[src/rtl/pipe_stage_reg.sv]
// pipe_stage_reg: elastic pipeline stage register with a two-entry skid buffer.
// The main entry drives the outputs and the skid entry catches one bundle during
// a downstream stall, so in_ready comes only from registers.
// flush squashes the stage on the next edge. With BUBBLE_ZERO set, the control
// LSBs of out_data read zero whenever the stage shows a bubble.
module pipe_stage_reg #(
  parameter int unsigned DATA_W      = 423,
  parameter int unsigned CTRL_W      = 13,
  parameter int unsigned BUBBLE_ZERO = 1
) (
  input  logic              clk,
  input  logic              reset,
  input  logic              flush,
  input  logic              in_valid,
  output logic              in_ready,
  input  logic [DATA_W-1:0] in_data,
  output logic              out_valid,
  input  logic              out_ready,
  output logic [DATA_W-1:0] out_data,
  output logic [1:0]        occupancy
);

  // The state is the occupancy: EMPTY, ONE (main live) or FULL (main and skid live).
  typedef enum logic [1:0] {
    S_EMPTY = 2'd0,
    S_ONE   = 2'd1,
    S_FULL  = 2'd2
  } state_e;

  state_e            state_q, state_d;
  logic [DATA_W-1:0] main_q, main_d;
  logic [DATA_W-1:0] skid_q, skid_d;
  logic              main_v, skid_v;
  logic              accept, drain;

  assign main_v    = (state_q != S_EMPTY);
  assign skid_v    = (state_q == S_FULL);
  assign in_ready  = !skid_v;
  assign out_valid = main_v;
  assign occupancy = {1'b0, main_v} + {1'b0, skid_v};
  assign accept    = in_valid & in_ready;
  assign drain     = main_v & out_ready;

  // Next-state and data-path selection. A flush leaves the data registers unchanged.
  always_comb begin
    state_d = state_q;
    main_d  = main_q;
    skid_d  = skid_q;
    if (flush) begin
      state_d = S_EMPTY;
    end else begin
      case (state_q)
        S_EMPTY: begin
          if (accept) begin
            state_d = S_ONE;
            main_d  = in_data;
          end
        end
        S_ONE: begin
          if (accept && drain) begin
            main_d = in_data;
          end else if (accept) begin
            state_d = S_FULL;
            skid_d  = in_data;
          end else if (drain) begin
            state_d = S_EMPTY;
          end
        end
        S_FULL: begin
          if (drain) begin
            state_d = S_ONE;
            main_d  = skid_q;
          end
        end
        default: state_d = S_EMPTY;
      endcase
    end
  end

  // State and storage registers; reset clears everything asynchronously.
  always_ff @(posedge clk or negedge reset) begin
    if (!reset) begin
      state_q <= S_EMPTY;
      main_q  <= '0;
      skid_q  <= '0;
    end else begin
      state_q <= state_d;
      main_q  <= main_d;
      skid_q  <= skid_d;
    end
  end

  // Output data. The control field is zeroed during a bubble when that behaviour is enabled.
  always_comb begin
    out_data = main_q;
    if ((BUBBLE_ZERO != 0) && !main_v) begin
      out_data[CTRL_W-1:0] = '0;
    end
  end

endmodule

[config.mk]
export PLATFORM = sky130hd
export DESIGN_NAME = pipe_stage_reg
export DESIGN_NICKNAME = d
export VERILOG_FILES = /design/src/rtl/pipe_stage_reg.sv
export SDC_FILE = /design/constraint.sdc
export NUM_CORES = 1
export LEC_CHECK = 0
export BUFFER_PORTS_ARGS = -buffer_cell sky130_fd_sc_hd__clkbuf_2
export CAP_MARGIN = 20
export CORE_AREA = 2 2 329 331
export CTS_CLUSTER_DIAMETER = 30
export DETAILED_ROUTE_END_ITERATION = 6
export DIE_AREA = 0 0 331 333
export GPL_TIMING_DRIVEN = 0
export PLACE_DENSITY = 0.6
export SYNTH_ARGS = -nofsm -noshare
export SYNTH_HDL_FRONTEND = slang
export SYNTH_SLANG_ARGS = --single-unit
[constraint.sdc]
create_clock -name clk -period 2.4 [get_ports clk]
set_input_delay 0.24 -clock clk [delete_from_list [all_inputs] [get_ports clk]]
set_output_delay 0.24 -clock clk [all_outputs]
set_load 0.03 [all_outputs]
==> results by group <==
Floorplanning
  – Die Span Y: approximately 330 um
  – Num ports: about 860
  – Die area: between 100,000 and 150,000 sq um
  – Chip width: 331 um
  – Core Rows: between 100 and 150
  – Initial Utilization: ~38%
  – Core Area: approximately 110,000 sq um

Place
  – DP HPWL: about 80,000 um
  – Cell area after placement: ~46,000 sq um
  – Port Buffers: around 850
  – Placed Cells incl. Taps: around 5,000
  – Placer congestion estimate: a little under 0.8

Clock tree
  – CTS tree: done
  – CTS sink count: about 850
  – CTS Buf Count: between 200 and 250
  – Root Driver: clkbuf_16
  – Clk_lat worst skew: around 770 ps
  – H-tree depth: 4
  – Maximum buffer depth of the clock tree: 3
  – Clock transition at path regs: ~40 ps

Global route
  – Initial antenna violation count: 17
  – Largest net degree at the start of global routing: roughly 110
  – Gr ovfl total: 0
  – First-pass GRT wire length: between 150,000 and 200,000 um
  – Overall Global Routing Usage: between 20% and 30%
  – Vias in the first global route: ~29,000

Power
  – Sw Ratio: between 20% and 30%
  – Peak VDD IR: 979 uV
  – NetSw: approximately 18 mW
  – Combinational share of power: 22.6%
  – PD cells: ~1100 nW/um^2
  – Leak: about 27 nW
  – P_int: roughly 47 mW
  – Clk pwr share: a little under half
  – Sequential share of power: about a third

Setup path
  – Crit. End Element: primary output
  – Req. time, crit path: around 2200 ps
  – Crit-path max cell delay: about 470 ps
  – Crit path cell chain: nor2_4 -> buf_8 -> inv_4 -> ha_4 -> inv_1 -> buf_6
  – Reg2Reg Depth: 6
  – Worst EP arrival: between 2000 and 2500 ps
  – Worst R2R End: skid_q[112]$_DFFE_PN0P_
  – Kind of critical path: reg2out
  – CP Max Fanout: 10
  – Critical Path Start Type: flop
  – Worst R2R Start: state_q[1]$_DFFE_PN0P_
  – Flop-to-flop setup slack: 130 ps
  – Slowest CP cell: dfrtp_2

Routing
  – Initial DRC Count: 770
  – Remaining DRCs: 0
  – Metal3 WL: between 8000 and 9000 um
  – Highest metal used: met4
  – Routed via count: about 27,000
  – WL met1: around 44,000 um
  – Via/cell ratio: 4.57
  – WL/cell: 19.3 um
  – Detail Route Antenna Nets: 0
  – Total wire length: between 100,000 and 150,000 um
  – DR pass1 iterations: 4
  – Met2 routed WL: ~55,000 um

Finish
  – Total Nets Final: approximately 4,600
  – Design area: 58,600 sq um
  – Util after Layout: between 50% and 60%
  – Post-Layout Cell Count: between 5,000 and 6,000
  – Layout fillers: about 9,000
  – Area Growth Syn to Fin: 46.5%
  – Multi-input logic area: around 15,000 sq um
  – Share of cells above drive strength 1: between 60% and 70%
  – Register area: about 21,000 sq um

Synthesis
  – Cell variety after synth: 23
  – Mapped Avg Cell Area: roughly 15 sq um
  – Mapped cell area: 40,000 sq um
  – FF+latch count, synth: approximately 850
  – Seq/Total Area, Yosys: a little over half
  – Yosys Warn Count: 0
  – Post-Syn Instances: ~2,700
  – Syn nets: about 3,100

STA
  – Final Skew: about 33 ps
  – Final Cycle Share: a little over nine tenths
  – Final worst path period need: roughly 2300 ps
  – Final count of negative-setup-slack endpoints: 0
  – Slew @ Worst Pin: slightly below 700 ps
  – FMAX: roughly 0.43 GHz
  – Count of final hold-check violations: 0
  – Slew HR: between 50% and 60%
  – Hold slack: between 20 and 30 ps
  – Final Max Slew Viols: 0

Job
  – Max-cap violations: 0

Hold path
  – Worst min path class: in2async

Run status
  – Outcome: finished clean
## cell usage in the layout, fill, tap and decap left out, types with 13 or more instances in the layout
cell type / n
clkbuf_2: 851
bufinv_16: 36
clkbuf_1: 28
nor2b_1: 13
clkinvlp_4: 18
dfrtp_1: 846
buf_16: 16
mux2_1: 293
clkbuf_8: 41
buf_4: 458
diode_2: 13
mux2_2: 976
dlygate4sd3_1: 430
clkbuf_16: 212
buf_2: 25
buf_6: 65
clkinv_2: 39
## through the flow
step	worst slack [ps]	total power, mW	setup TNS (ps)
finish	95.0	65.4	0
global route	-2.92	68.2	-5.19
CTS	-317	66.0	-317
detailed placement	-671	34.9	-137110
global placement	-20840	34.6	-
floorplan	405	30.7	0
## registers in the layout, summed over array words and instances, names as in the netlist
register  cells
main_q      423
skid_q      423
state_q       2
## logic make-up after synthesis
family / share of synthesized area, %
buffers and inverters: 10.7
adder cells (fa/ha/maj): 0.0313
AO/OA/AOI/OAI: 0.106
flip-flops: 53.0
AND/OR/NAND/NOR: 0.353
multiplexers: 35.7
## timing repair
item,in CTS,in global routing
pin swaps,1,1
resized for setup,9,21
hold buffers,434,3
buffers inserted,3,0
endpoints found under the hold margin,1170,263
cloned,0,1
setup endpoints to repair,773,224
## metal layers
metal | global-route usage (%) | vias to the layer above
li1 | - | 12300
met1 | 23.0 | 13200
met2 | 33.9 | 823
met3 | 6.52 | 236
met4 | 9.65 | 0
met5 | 0 | -
## layout make-up
cell class | count | area share [%]
Clock buffer | 279 | 10.1
Clock inverter | 113 | 2.88
Timing Repair Buffer | 1304 | 15.6
Antenna cell | 13 | 0.0555
Inverter | 4 | 0.0299
Tap cell | 1403 | 3.00
Buffer | 550 | 7.39
Sequential cell | 848 | 36.2
Multi-Input combinational cell | 1300 | 24.8
## worst max-delay path by stage
| stage | startpoint | to | slack [ps] |
|---|---|---|---|
| after floorplan | state_q[0]$_DFFE_PN0P_ | main_q[370]$_DFFE_PN0P_ | 410 |
| after CTS | state_q[1]$_DFFE_PN0P_ | occupancy[0] | -320 |
| after global placement | reset | main_q[339]$_DFFE_PN0P_ | -20840 |
| after detailed placement | reset | skid_q[295]$_DFFE_PN0P_ | -670 |
| after global routing | state_q[1]$_DFFE_PN0P_ | skid_q[117]$_DFFE_PN0P_ | -3 |
| final | state_q[1]$_DFFE_PN0P_ | occupancy[0] | 100 |
## synthesized netlist by cell type
| cell type | number | area [sq um] |
|---|---|---|
| a21oi_1 | 3 | 15.0 |
| a21oi_4 | 1 | 16.3 |
| a31oi_1 | 1 | 6.26 |
| buf_2 | 33 | 165 |
| buf_4 | 455 | 3420 |
| buf_6 | 62 | 698 |
| clkbuf_1 | 1 | 3.75 |
| dfrtp_1 | 848 | 21200 |
| ha_1 | 1 | 12.5 |
| inv_1 | 2 | 7.51 |
| inv_2 | 2 | 7.51 |
| mux2_1 | 293 | 3300 |
| mux2_2 | 976 | 11000 |
| nand2_1 | 2 | 7.51 |
| nand2b_1 | 1 | 6.26 |
| nand3_1 | 1 | 5.00 |
| nand3b_1 | 1 | 7.51 |
| nor2_1 | 2 | 7.51 |
| nor2b_1 | 13 | 81.3 |
| nor2b_2 | 1 | 8.76 |
| nor3_1 | 2 | 10.0 |
| nor3b_1 | 1 | 7.51 |
| o21ai_0 | 1 | 5.00 |
## power groups by stage
stage	Combinational (mW)	Clock (mW)	Sequential, mW
2_1_floorplan	10.6	0	20.1
3_3_place_gp	13.9	0	20.7
3_5_place_dp	14.2	0	20.7
4_1_cts	14.9	30.5	20.6
5_1_grt	15.8	31.3	21.2
6_report	14.8	30.0	20.6
## critical path: cells and delay by family, from the launching register on
| kind | cells | cell delay, ps |
|---|---|---|
| fa+ha+maj | 1 | 250 |
| buf+inv | 4 | 390 |
| flops | 1 | 470 |
| simple gates | 1 | 200 |
(Power assumes the default switching activity.)
